**src/rtl/uart_rx_pkg.sv**
```systemverilog
// uart_rx_pkg: shared constants for the UART receive controller.
// State one-hot encoding, parity type codes and PRESCALE bounds.
package uart_rx_pkg;

    typedef enum logic [5:0] {
        ST_IDLE   = 6'b000001,
        ST_START  = 6'b000010,
        ST_DATA   = 6'b000100,
        ST_PARITY = 6'b001000,
        ST_STOP   = 6'b010000,
        ST_DONE   = 6'b100000
    } state_t;

    localparam logic PARITY_EVEN = 1'b0;
    localparam logic PARITY_ODD  = 1'b1;

    localparam int PRESCALE_MIN = 8;
    localparam int PRESCALE_MAX = 32;

endpackage

```
**src/rtl/uart_rx_ctrl_if.sv**
```systemverilog
// uart_rx_ctrl_if: received-frame bundle towards the RX data consumer.
// master drives P_DATA, DATA_VALID, PAR_ERR, STP_ERR, BUSY; slave observes.
interface uart_rx_ctrl_if #(
    parameter int DATA_WIDTH = 8
);
    logic [DATA_WIDTH-1:0] P_DATA;
    logic                  DATA_VALID;
    logic                  PAR_ERR;
    logic                  STP_ERR;
    logic                  BUSY;

    modport master (
        output P_DATA, DATA_VALID, PAR_ERR, STP_ERR, BUSY
    );

    modport slave (
        input P_DATA, DATA_VALID, PAR_ERR, STP_ERR, BUSY
    );
endinterface

```
**src/rtl/uart_rx_sampler.sv**
```systemverilog
// uart_rx_sampler: per-bit edge counter and mid-bit sampling of RX_IN.
// In: CLK, RST, run, rx_in, prescale. Out: bit_done, sampled_bit.
// UART_RX_MAJORITY_EN selects a 3-sample vote instead of one sample.
module uart_rx_sampler #(
    parameter int PRESCALE_W = 6
) (
    input  logic                  CLK,
    input  logic                  RST,
    input  logic                  run,
    input  logic                  rx_in,
    input  logic [PRESCALE_W-1:0] prescale,
    output logic                  bit_done,
    output logic                  sampled_bit
);
    localparam logic [PRESCALE_W-1:0] ONE = PRESCALE_W'(1);

    logic [PRESCALE_W-1:0] edge_cnt;
    logic [PRESCALE_W-1:0] last_cnt;
    logic [PRESCALE_W-1:0] mid_cnt;

    assign last_cnt = prescale - ONE;
    assign mid_cnt  = prescale >> 1;
    assign bit_done = run && (edge_cnt == last_cnt);

    // Held at 0 outside a bit so every bit starts from count 0.
    always_ff @(posedge CLK or negedge RST) begin
        if (!RST) begin
            edge_cnt <= '0;
        end else if (!run || bit_done) begin
            edge_cnt <= '0;
        end else begin
            edge_cnt <= edge_cnt + ONE;
        end
    end

`ifdef UART_RX_MAJORITY_EN
    logic early;
    logic centre;

    always_ff @(posedge CLK or negedge RST) begin
        if (!RST) begin
            early       <= 1'b0;
            centre      <= 1'b0;
            sampled_bit <= 1'b0;
        end else if (run) begin
            if (edge_cnt == mid_cnt - ONE) early <= rx_in;
            if (edge_cnt == mid_cnt) centre <= rx_in;
            if (edge_cnt == mid_cnt + ONE) begin
                sampled_bit <= (early & centre) |
                               (early & rx_in) |
                               (centre & rx_in);
            end
        end
    end
`else
    always_ff @(posedge CLK or negedge RST) begin
        if (!RST) begin
            sampled_bit <= 1'b0;
        end else if (run && edge_cnt == mid_cnt) begin
            sampled_bit <= rx_in;
        end
    end
`endif

endmodule

```
**src/rtl/uart_rx_ctrl.sv**
```systemverilog
// uart_rx_ctrl: UART receive FSM, bit counter, deserializer, checkers.
// In: CLK, RST, RX_IN, PRESCALE, PAR_EN, PAR_TYP, STOP2. Out: rx_bus.
// Optional macro UART_RX_MAJORITY_EN enables 3-sample bit voting.
module uart_rx_ctrl
    import uart_rx_pkg::*;
#(
    parameter int DATA_WIDTH = 8,
    parameter int PRESCALE_W = 6
) (
    input  logic                  CLK,
    input  logic                  RST,
    input  logic                  RX_IN,
    input  logic [PRESCALE_W-1:0] PRESCALE,
    input  logic                  PAR_EN,
    input  logic                  PAR_TYP,
    input  logic                  STOP2,
    uart_rx_ctrl_if.master        rx_bus
);
    localparam int BW = $clog2(DATA_WIDTH);
    localparam logic [BW-1:0] LAST_BIT = BW'(DATA_WIDTH - 1);
    localparam logic [BW-1:0] ONE = BW'(1);

    state_t                  state;
    logic [PRESCALE_W-1:0]   cfg_prescale;
    logic                    cfg_par_en;
    logic                    cfg_par_typ;
    logic                    cfg_stop2;
    logic [BW-1:0]           bit_cnt;
    logic [DATA_WIDTH-1:0]   shift;
    logic                    par_fail;
    logic                    stp_fail;
    logic                    run;
    logic                    bit_done;
    logic                    sampled;
    logic                    par_exp;
    logic                    stp_now;

    assign run = (state == ST_START) || (state == ST_DATA) ||
                 (state == ST_PARITY) || (state == ST_STOP);

    assign par_exp = (^shift) ^ (cfg_par_typ == PARITY_ODD);
    assign stp_now = stp_fail | ~sampled;

    assign rx_bus.BUSY = (state != ST_IDLE);

    uart_rx_sampler #(
        .PRESCALE_W (PRESCALE_W)
    ) u_sampler (
        .CLK         (CLK),
        .RST         (RST),
        .run         (run),
        .rx_in       (RX_IN),
        .prescale    (cfg_prescale),
        .bit_done    (bit_done),
        .sampled_bit (sampled)
    );

    // Flags are set on the cycle entering DONE so they are high in DONE.
    always_ff @(posedge CLK or negedge RST) begin
        if (!RST) begin
            state             <= ST_IDLE;
            cfg_prescale      <= '0;
            cfg_par_en        <= 1'b0;
            cfg_par_typ       <= 1'b0;
            cfg_stop2         <= 1'b0;
            bit_cnt           <= '0;
            shift             <= '0;
            par_fail          <= 1'b0;
            stp_fail          <= 1'b0;
            rx_bus.P_DATA     <= '0;
            rx_bus.DATA_VALID <= 1'b0;
            rx_bus.PAR_ERR    <= 1'b0;
            rx_bus.STP_ERR    <= 1'b0;
        end else begin
            rx_bus.DATA_VALID <= 1'b0;
            rx_bus.PAR_ERR    <= 1'b0;
            rx_bus.STP_ERR    <= 1'b0;
            unique case (state)
                ST_IDLE, ST_DONE: begin
                    bit_cnt  <= '0;
                    par_fail <= 1'b0;
                    stp_fail <= 1'b0;
                    if (!RX_IN) begin
                        state        <= ST_START;
                        cfg_prescale <= PRESCALE;
                        cfg_par_en   <= PAR_EN;
                        cfg_par_typ  <= PAR_TYP;
                        cfg_stop2    <= STOP2;
                    end else begin
                        state <= ST_IDLE;
                    end
                end
                ST_START: begin
                    if (bit_done) begin
                        state <= sampled ? ST_IDLE : ST_DATA;
                    end
                end
                ST_DATA: begin
                    if (bit_done) begin
                        shift <= {sampled, shift[DATA_WIDTH-1:1]};
                        if (bit_cnt == LAST_BIT) begin
                            bit_cnt <= '0;
                            state   <= cfg_par_en ? ST_PARITY : ST_STOP;
                        end else begin
                            bit_cnt <= bit_cnt + ONE;
                        end
                    end
                end
                ST_PARITY: begin
                    if (bit_done) begin
                        if (sampled != par_exp) par_fail <= 1'b1;
                        state <= ST_STOP;
                    end
                end
                ST_STOP: begin
                    if (bit_done) begin
                        if (cfg_stop2 && bit_cnt == '0) begin
                            bit_cnt  <= ONE;
                            stp_fail <= stp_now;
                        end else begin
                            state             <= ST_DONE;
                            stp_fail          <= stp_now;
                            rx_bus.DATA_VALID <= ~par_fail & ~stp_now;
                            rx_bus.PAR_ERR    <= par_fail;
                            rx_bus.STP_ERR    <= stp_now;
                            if (!par_fail && !stp_now) begin
                                rx_bus.P_DATA <= shift;
                            end
                        end
                    end
                end
                default: state <= ST_IDLE;
            endcase
        end
    end

endmodule

```
**src/flat_wrapper.sv**
```systemverilog
// flat-port wrapper written by rule: the top's interface ports become plain ports
module uart_rx_ctrl_flat import uart_rx_pkg::*;
#(
    parameter int DATA_WIDTH = 8,
    parameter int PRESCALE_W = 6
)
  (CLK, RST, RX_IN, PRESCALE, PAR_EN, PAR_TYP, STOP2, rx_bus_P_DATA, rx_bus_DATA_VALID, rx_bus_PAR_ERR, rx_bus_STP_ERR, rx_bus_BUSY);
  uart_rx_ctrl_if #(.DATA_WIDTH(DATA_WIDTH)) rx_bus_i ();
  input  logic CLK;
  input  logic RST;
  input  logic RX_IN;
  input  logic [PRESCALE_W-1:0] PRESCALE;
  input  logic PAR_EN;
  input  logic PAR_TYP;
  input  logic STOP2;
  output wire logic [$bits(rx_bus_i.P_DATA)-1:0] rx_bus_P_DATA;
  output wire logic [$bits(rx_bus_i.DATA_VALID)-1:0] rx_bus_DATA_VALID;
  output wire logic [$bits(rx_bus_i.PAR_ERR)-1:0] rx_bus_PAR_ERR;
  output wire logic [$bits(rx_bus_i.STP_ERR)-1:0] rx_bus_STP_ERR;
  output wire logic [$bits(rx_bus_i.BUSY)-1:0] rx_bus_BUSY;
  assign rx_bus_P_DATA = rx_bus_i.P_DATA;
  assign rx_bus_DATA_VALID = rx_bus_i.DATA_VALID;
  assign rx_bus_PAR_ERR = rx_bus_i.PAR_ERR;
  assign rx_bus_STP_ERR = rx_bus_i.STP_ERR;
  assign rx_bus_BUSY = rx_bus_i.BUSY;
  uart_rx_ctrl #(.DATA_WIDTH(DATA_WIDTH), .PRESCALE_W(PRESCALE_W)) u_core (.CLK(CLK), .RST(RST), .RX_IN(RX_IN), .PRESCALE(PRESCALE), .PAR_EN(PAR_EN), .PAR_TYP(PAR_TYP), .STOP2(STOP2), .rx_bus(rx_bus_i));
endmodule
```
**config.mk**
```make
export PLATFORM = sky130hd
export DESIGN_NAME = uart_rx_ctrl_flat
export DESIGN_NICKNAME = d
export VERILOG_FILES = /design/src/rtl/uart_rx_pkg.sv /design/src/rtl/uart_rx_ctrl_if.sv /design/src/rtl/uart_rx_sampler.sv /design/src/rtl/uart_rx_ctrl.sv /design/src/flat_wrapper.sv
export SDC_FILE = /design/constraint.sdc
export NUM_CORES = 1
export LEC_CHECK = 0
export ABC_AREA = 0
export ABC_CLOCK_PERIOD_IN_PS = 2100
export CAP_MARGIN = 20
export CORE_MARGIN = 2
export CORE_UTILIZATION = 48
export DETAILED_ROUTE_END_ITERATION = 12
export PLACE_DENSITY_LB_ADDON = 0.05
export RECOVER_POWER = 25
export SYNTH_ARGS = -nofsm -noshare
export SYNTH_HDL_FRONTEND = slang
export SYNTH_SLANG_ARGS = --single-unit
```
**constraint.sdc**
```tcl
create_clock -name CLK -period 2.1 [get_ports CLK]
set_input_delay 0.315 -clock CLK [delete_from_list [all_inputs] [get_ports CLK]]
set_output_delay 0.315 -clock CLK [all_outputs]
set_load 0.02 [all_outputs]
```
# Word-level counts from Yosys, hierarchy flattened
# Index checks and enable logic that the tools add are counted.
# op_classes
addsub,3
n_eq_ne,19
muxes,30
bitwise_logic,8
n_reduce_logical,24
# ops
op,count
$mux 6,7
$pmux 6 s5,1
$ne 2x2->1 const B,8
$mux 3,5
$mux 1,12
$pmux 3 s3,1
$reduce_and 4->1,2
$reduce_xor 8->1,1
$add 6x1->6 const B,1
$eq 6x1->1 const B,1
$eq 6x2->1 const B,1
$eq 6x3->1 const B,1
$eq 6x4->1 const B,1
$eq 6x5->1,1
$eq 6x5->1 const B,1
$eq 6x6->1,1
$eq 6x6->1 const B,1
$ne 6x1->1 const B,1
$reduce_and 2->1,3
$reduce_and 6->1,1
$sub 6x1->6 const B,1
$mux 5,1
$not 1->1,5
$logic_and 1x1->1,4
15 further kinds,22
# word_totals
regBits,46
input_bits,12
output_inout_bits,12
wordCells,99

# Longest topological paths before layout
# logic_depth
word_depth,7
mapped_depth,9
depth_no_buf,8

# Modules after synthesis
# Synthesis repeated with hierarchy kept, for this count alone.
# unflattened
cells_unflattened,200
area_unflattened_um2,2349.8
# modules_own_cells
module,instances,cells_each,area_per_inst_um2,seq_area_each_um2
uart_rx_ctrl,1,143,1799.2,977.2
uart_rx_sampler,1,57,550.5,175.2

# Worst setup path before layout
# OpenSTA, ideal clock, no wires.
# synth_timing
path_type,register -> register
start,register u_core.cfg_prescale[2]
end,register u_core.rx_bus.P_DATA[0]
setup_time_ps,125
arrival_time_ps,2154
required_time_ps,1975
slack_ps,-179
stages_incl_launch_ff,9
n_path_buf,2
synth_period_minus_slack_ps,2279
path_cell_list,dfrtp_1 > buf_6 > or4_4 > nor3_2 > o2111ai_4 > nor2_4 > and3_1 > buf_6 > mux2_4
# synth_between
elab_chain_cells,4
# synth_rtl
item,line,text
start: declaration,uart_rx_ctrl.sv:24,logic [PRESCALE_W-1:0] cfg_prescale;
start signal: assignment,uart_rx_ctrl.sv:62,cfg_prescale <= '0;
start signal: assignment,uart_rx_ctrl.sv:85,cfg_prescale <= PRESCALE;
$sub 6x1->6,uart_rx_sampler.sv:21,assign last_cnt = prescale - ONE;
$eq 6x6->1,uart_rx_sampler.sv:23,assign bit_done = run && (edge_cnt == last_cnt);
$logic_and 1x1->1,uart_rx_sampler.sv:23,
$reduce_and 4->1 (no source line),n/a,
end signal: assignment,uart_rx_ctrl.sv:127,rx_bus.P_DATA <= shift;
end: declaration,uart_rx_ctrl_if.sv:13,"output P_DATA, DATA_VALID, PAR_ERR, STP_ERR, BUSY"
# No other way between the ends.
# A chain may end at the register's enable or synchronous reset.

# Worst setup path after layout
# layout_timing
start,register u_core.cfg_prescale[0]
end,register u_core.rx_bus.P_DATA[7]
# The elaborated chain is that of the path after synthesis.

==> results.cfg <==
[detailed_routing]
vias = 1724
viasPerCell = 5.19
wirelength_mm = 4.96
dr.first_iter.drc_count = 60
final_antenna_net_count = 0
wl_per_cell_um = 14.9
drc = 0
firstDrtPassIters = 4

[global_route]
grt_pass1_wl_mm = 8.32
grt.total_usage_pct = 19.9
grt_pass1_vias = 1776
overflow = 0
antenna_found_initial = 0
grt_max_degree = 21

[clocking]
numCtsBuffers = 5
clk_latency_ps = 300
cts_tree = yes
clockBufferDepth = 2
clk_pin_slew_ps = 90
ctsHtreeMaxLevel = 2
numClockSinks = 46
root_buffer = clkbuf_8

[yosys]
ys_types = 42
synth_edf_count = 0
ys_ff_latch = 46
synth-seq-area-share_pct = 47.6
avgSynthCellArea_um2 = 11.4
yosysWarnings = 0
syn_area_mm2 = 0.00242
synthesis.nets = 229
async_flop_share_pct = 100
synth_ff_type = dfrtp_1
postSynthCellCount = 212

[die]
std_cell_rows = 25
fp.dieH_um = 75.0
floorplan.initialDensity_pct = 50.5
dieArea_mm2 = 0.00562
core_mm2 = 0.00479
die_w_um = 75.0
boundaryPins = 24

[setup_path]
slowest_stage = or4_4
cp-start-kind = register
critPathRequiredTime_ps = 2290
worstSetupEndpointType = register
crit_fanout = 8
path_buf_inv = 0
critPathKind = reg -> reg
crit_chain = or4_4 -> nor3_4 -> o2111ai_4 -> nor2_4 -> and3_4 -> mux2_4
cpPeakStageDelay_ps = 560
critical_path_arrival_ps = 2390
critPathTopFamily = simple AND/OR/NAND/NOR gates

[timing]
worstMarginPinSlew_ps = 1140
max_freq_mhz = 455
fin_crit_sh_pct = 105
relSlewSlack_pct = 24.1
drv_slew = 0
hold_viol = 0
fin_crit_ps = 2200
rsz0062_at_grt = yes
fin_ws_ps = -99.7
setup_viol = 18
fin_skew_ps = 8.65

[layout]
syn2layout_area_growth_pct = 30.4
post-route-cell-area_mm2 = 0.00315
final_nets = 281
fillers = 369
antenna-diode-count = 0
final_cells = 332
drive_above_1_share_pct = 30.9
fin_util_pct = 65.9

[power_and_ir_drop]
vdd_ir_drop_max_mv = 0.777
power.leakage_uw = 0.00142
p_per_area_mw_per_mm2 = 1050

[placed_design]
hpwl_mm = 3.66
gp_congestion = 0.901
io_buffers = 23
dp_cells = 317
dpl_cell_area_mm2 = 0.00290

[min_path]
hold_path_class = reg -> reg

[outcome]
violations = negative setup slack
status = complete, but fails checks

[run]
cap_viol_max_count = 0
==> cells by family after synthesis <==
logic type	share of synthesized area [%]
flip-flops	47.6
AO/OA/AOI/OAI	8.74
XOR/XNOR	10.1
buffers and inverters	3.41
AND/OR/NAND/NOR	14.3
multiplexers	13.2
adder cells (fa/ha/maj)	2.59
==> worst reg2reg max path, delay by kind of cell, from the launching register on <==
family             cells  cell delay (ps)
and+or+nand+nor        4             1200
DFF                    1              400
muxes                  1              320
AOI/OAI and AO/OA      1              170
==> stage by stage <==
stage / setup TNS (ps) / power (uW) / setup WS (ps) / hold WS [ps]
2_1_floorplan: -2250 / 2100 / -175 / 19.4
3_3_place_gp: -1020 / 2470 / -64.3 / 292
3_5_place_dp: -1680 / 2530 / -111 / 300
4_1_cts: -1030 / 3190 / -108 / 515
5_1_grt: -3270 / 3500 / -189 / 536
6_report: -1480 / 3310 / -99.7 / 518
==> layout make-up <==
cell class,count,area [um2],area share (%)
multi-input cells,148,1290,41.0
flip-flops and latches,46,1150,36.5
repair buffers,55,485,15.4
well taps,67,83.8,2.66
clock buffers,6,72.6,2.30
clock inverters,2,37.5,1.19
inverters,8,30.0,0.952
==> synth_stat cells (2+ instances only) <==
library cell  number  area [um2]
dfrtp_1           45        1130
xnor2_1           19         166
nor2_1            16        60.1
mux2_2            15         169
nand2_1           11        41.3
xor2_1             9        78.8
clkbuf_1           8        30.0
inv_1              8        30.0
mux2_4             8         120
nand3_1            6        30.0
nor3_1             6        30.0
o21ai_0            6        30.0
and3_1             5        31.3
ha_1               5        62.6
nor2b_1            5        31.3
nor4_1             5        31.3
mux2i_1            3        30.0
nand3b_1           3        22.5
buf_6              2        22.5
nand2b_1           2        12.5
o211ai_1           2        15.0
o22ai_1            2        12.5
o31ai_1            2        15.0
==> placed cells by master (no fill, tap or decap), types with 3 or more instances in the layout <==
cell type	instances
and3_1	4
buf_4	24
buf_6	6
clkbuf_8	5
clkdlybuf4s50_1	21
dfrtp_1	45
ha_1	4
inv_1	8
mux2_2	7
mux2_4	16
nand2_1	10
nand3_1	6
nand3b_1	3
nor2_1	15
nor3_1	6
nor4_1	3
o21ai_0	5
xnor2_1	19
xor2_1	9
==> what timing repair did <==
action | 4_1_cts | 5_1_grt
gates resized for setup | 3 | 21
hold endpoints to repair | 17 | 0
hold buffers | 1 | 0
endpoints found under the setup margin | 20 | 32
pin swaps | 1 | 5
setup buffers | 3 | 5
==> per-layer routing <==
| layer | track usage [%] | vias up | wire (um) |
|---|---|---|---|
| met2 | 33.2 | 35 | 2390 |
| met3 | 4.15 | 9 | 143 |
| met5 | 0 | - | 0 |
| met1 | 25.5 | 838 | 2350 |
| li1 | - | 842 | - |
| met4 | 7.14 | 0 | 79 |
==> path summary, 6_finish.rpt <==
kind | cells past startpoint | startpoint | end | slack [ps]
worst min-delay path | 1 | u_core.rx_bus.P_DATA[6] | u_core.rx_bus.P_DATA[6] | 520
min in group asynchronous | 2 | RST | u_core.rx_bus.P_DATA[4] | 750
worst min register to register | 1 | u_core.rx_bus.P_DATA[6] | u_core.rx_bus.P_DATA[6] | 520
worst max-delay path | 6 | u_core.cfg_prescale[0] | u_core.rx_bus.P_DATA[7] | -100
max in group asynchronous | 3 | RST | u_core.cfg_prescale[0] | 380
worst max register to register | 6 | u_core.cfg_prescale[0] | u_core.rx_bus.P_DATA[7] | -100
==> power by group <==
group	internal (uW)	switching, uW	leakage (uW)
clock network	355	296	0.0000514
registers	1030	159	0.000615
logic	735	737	0.000754
==> state kept, by name (all words and copies together) (netlist names) <==
signal,flops
u_core.rx_bus.P_DATA,8
u_core.shift,8
u_core.cfg_prescale,6
u_core.state,6
u_core.u_sampler.edge_cnt,6
u_core.bit_cnt,3
u_core.cfg_par_en,1
u_core.cfg_par_typ,1
u_core.cfg_stop2,1
u_core.par_fail,1
u_core.rx_bus.DATA_VALID,1
u_core.rx_bus.PAR_ERR,1
u_core.rx_bus.STP_ERR,1
u_core.stp_fail,1
u_core.u_sampler.sampled_bit,1
(Power assumes the default switching activity.)
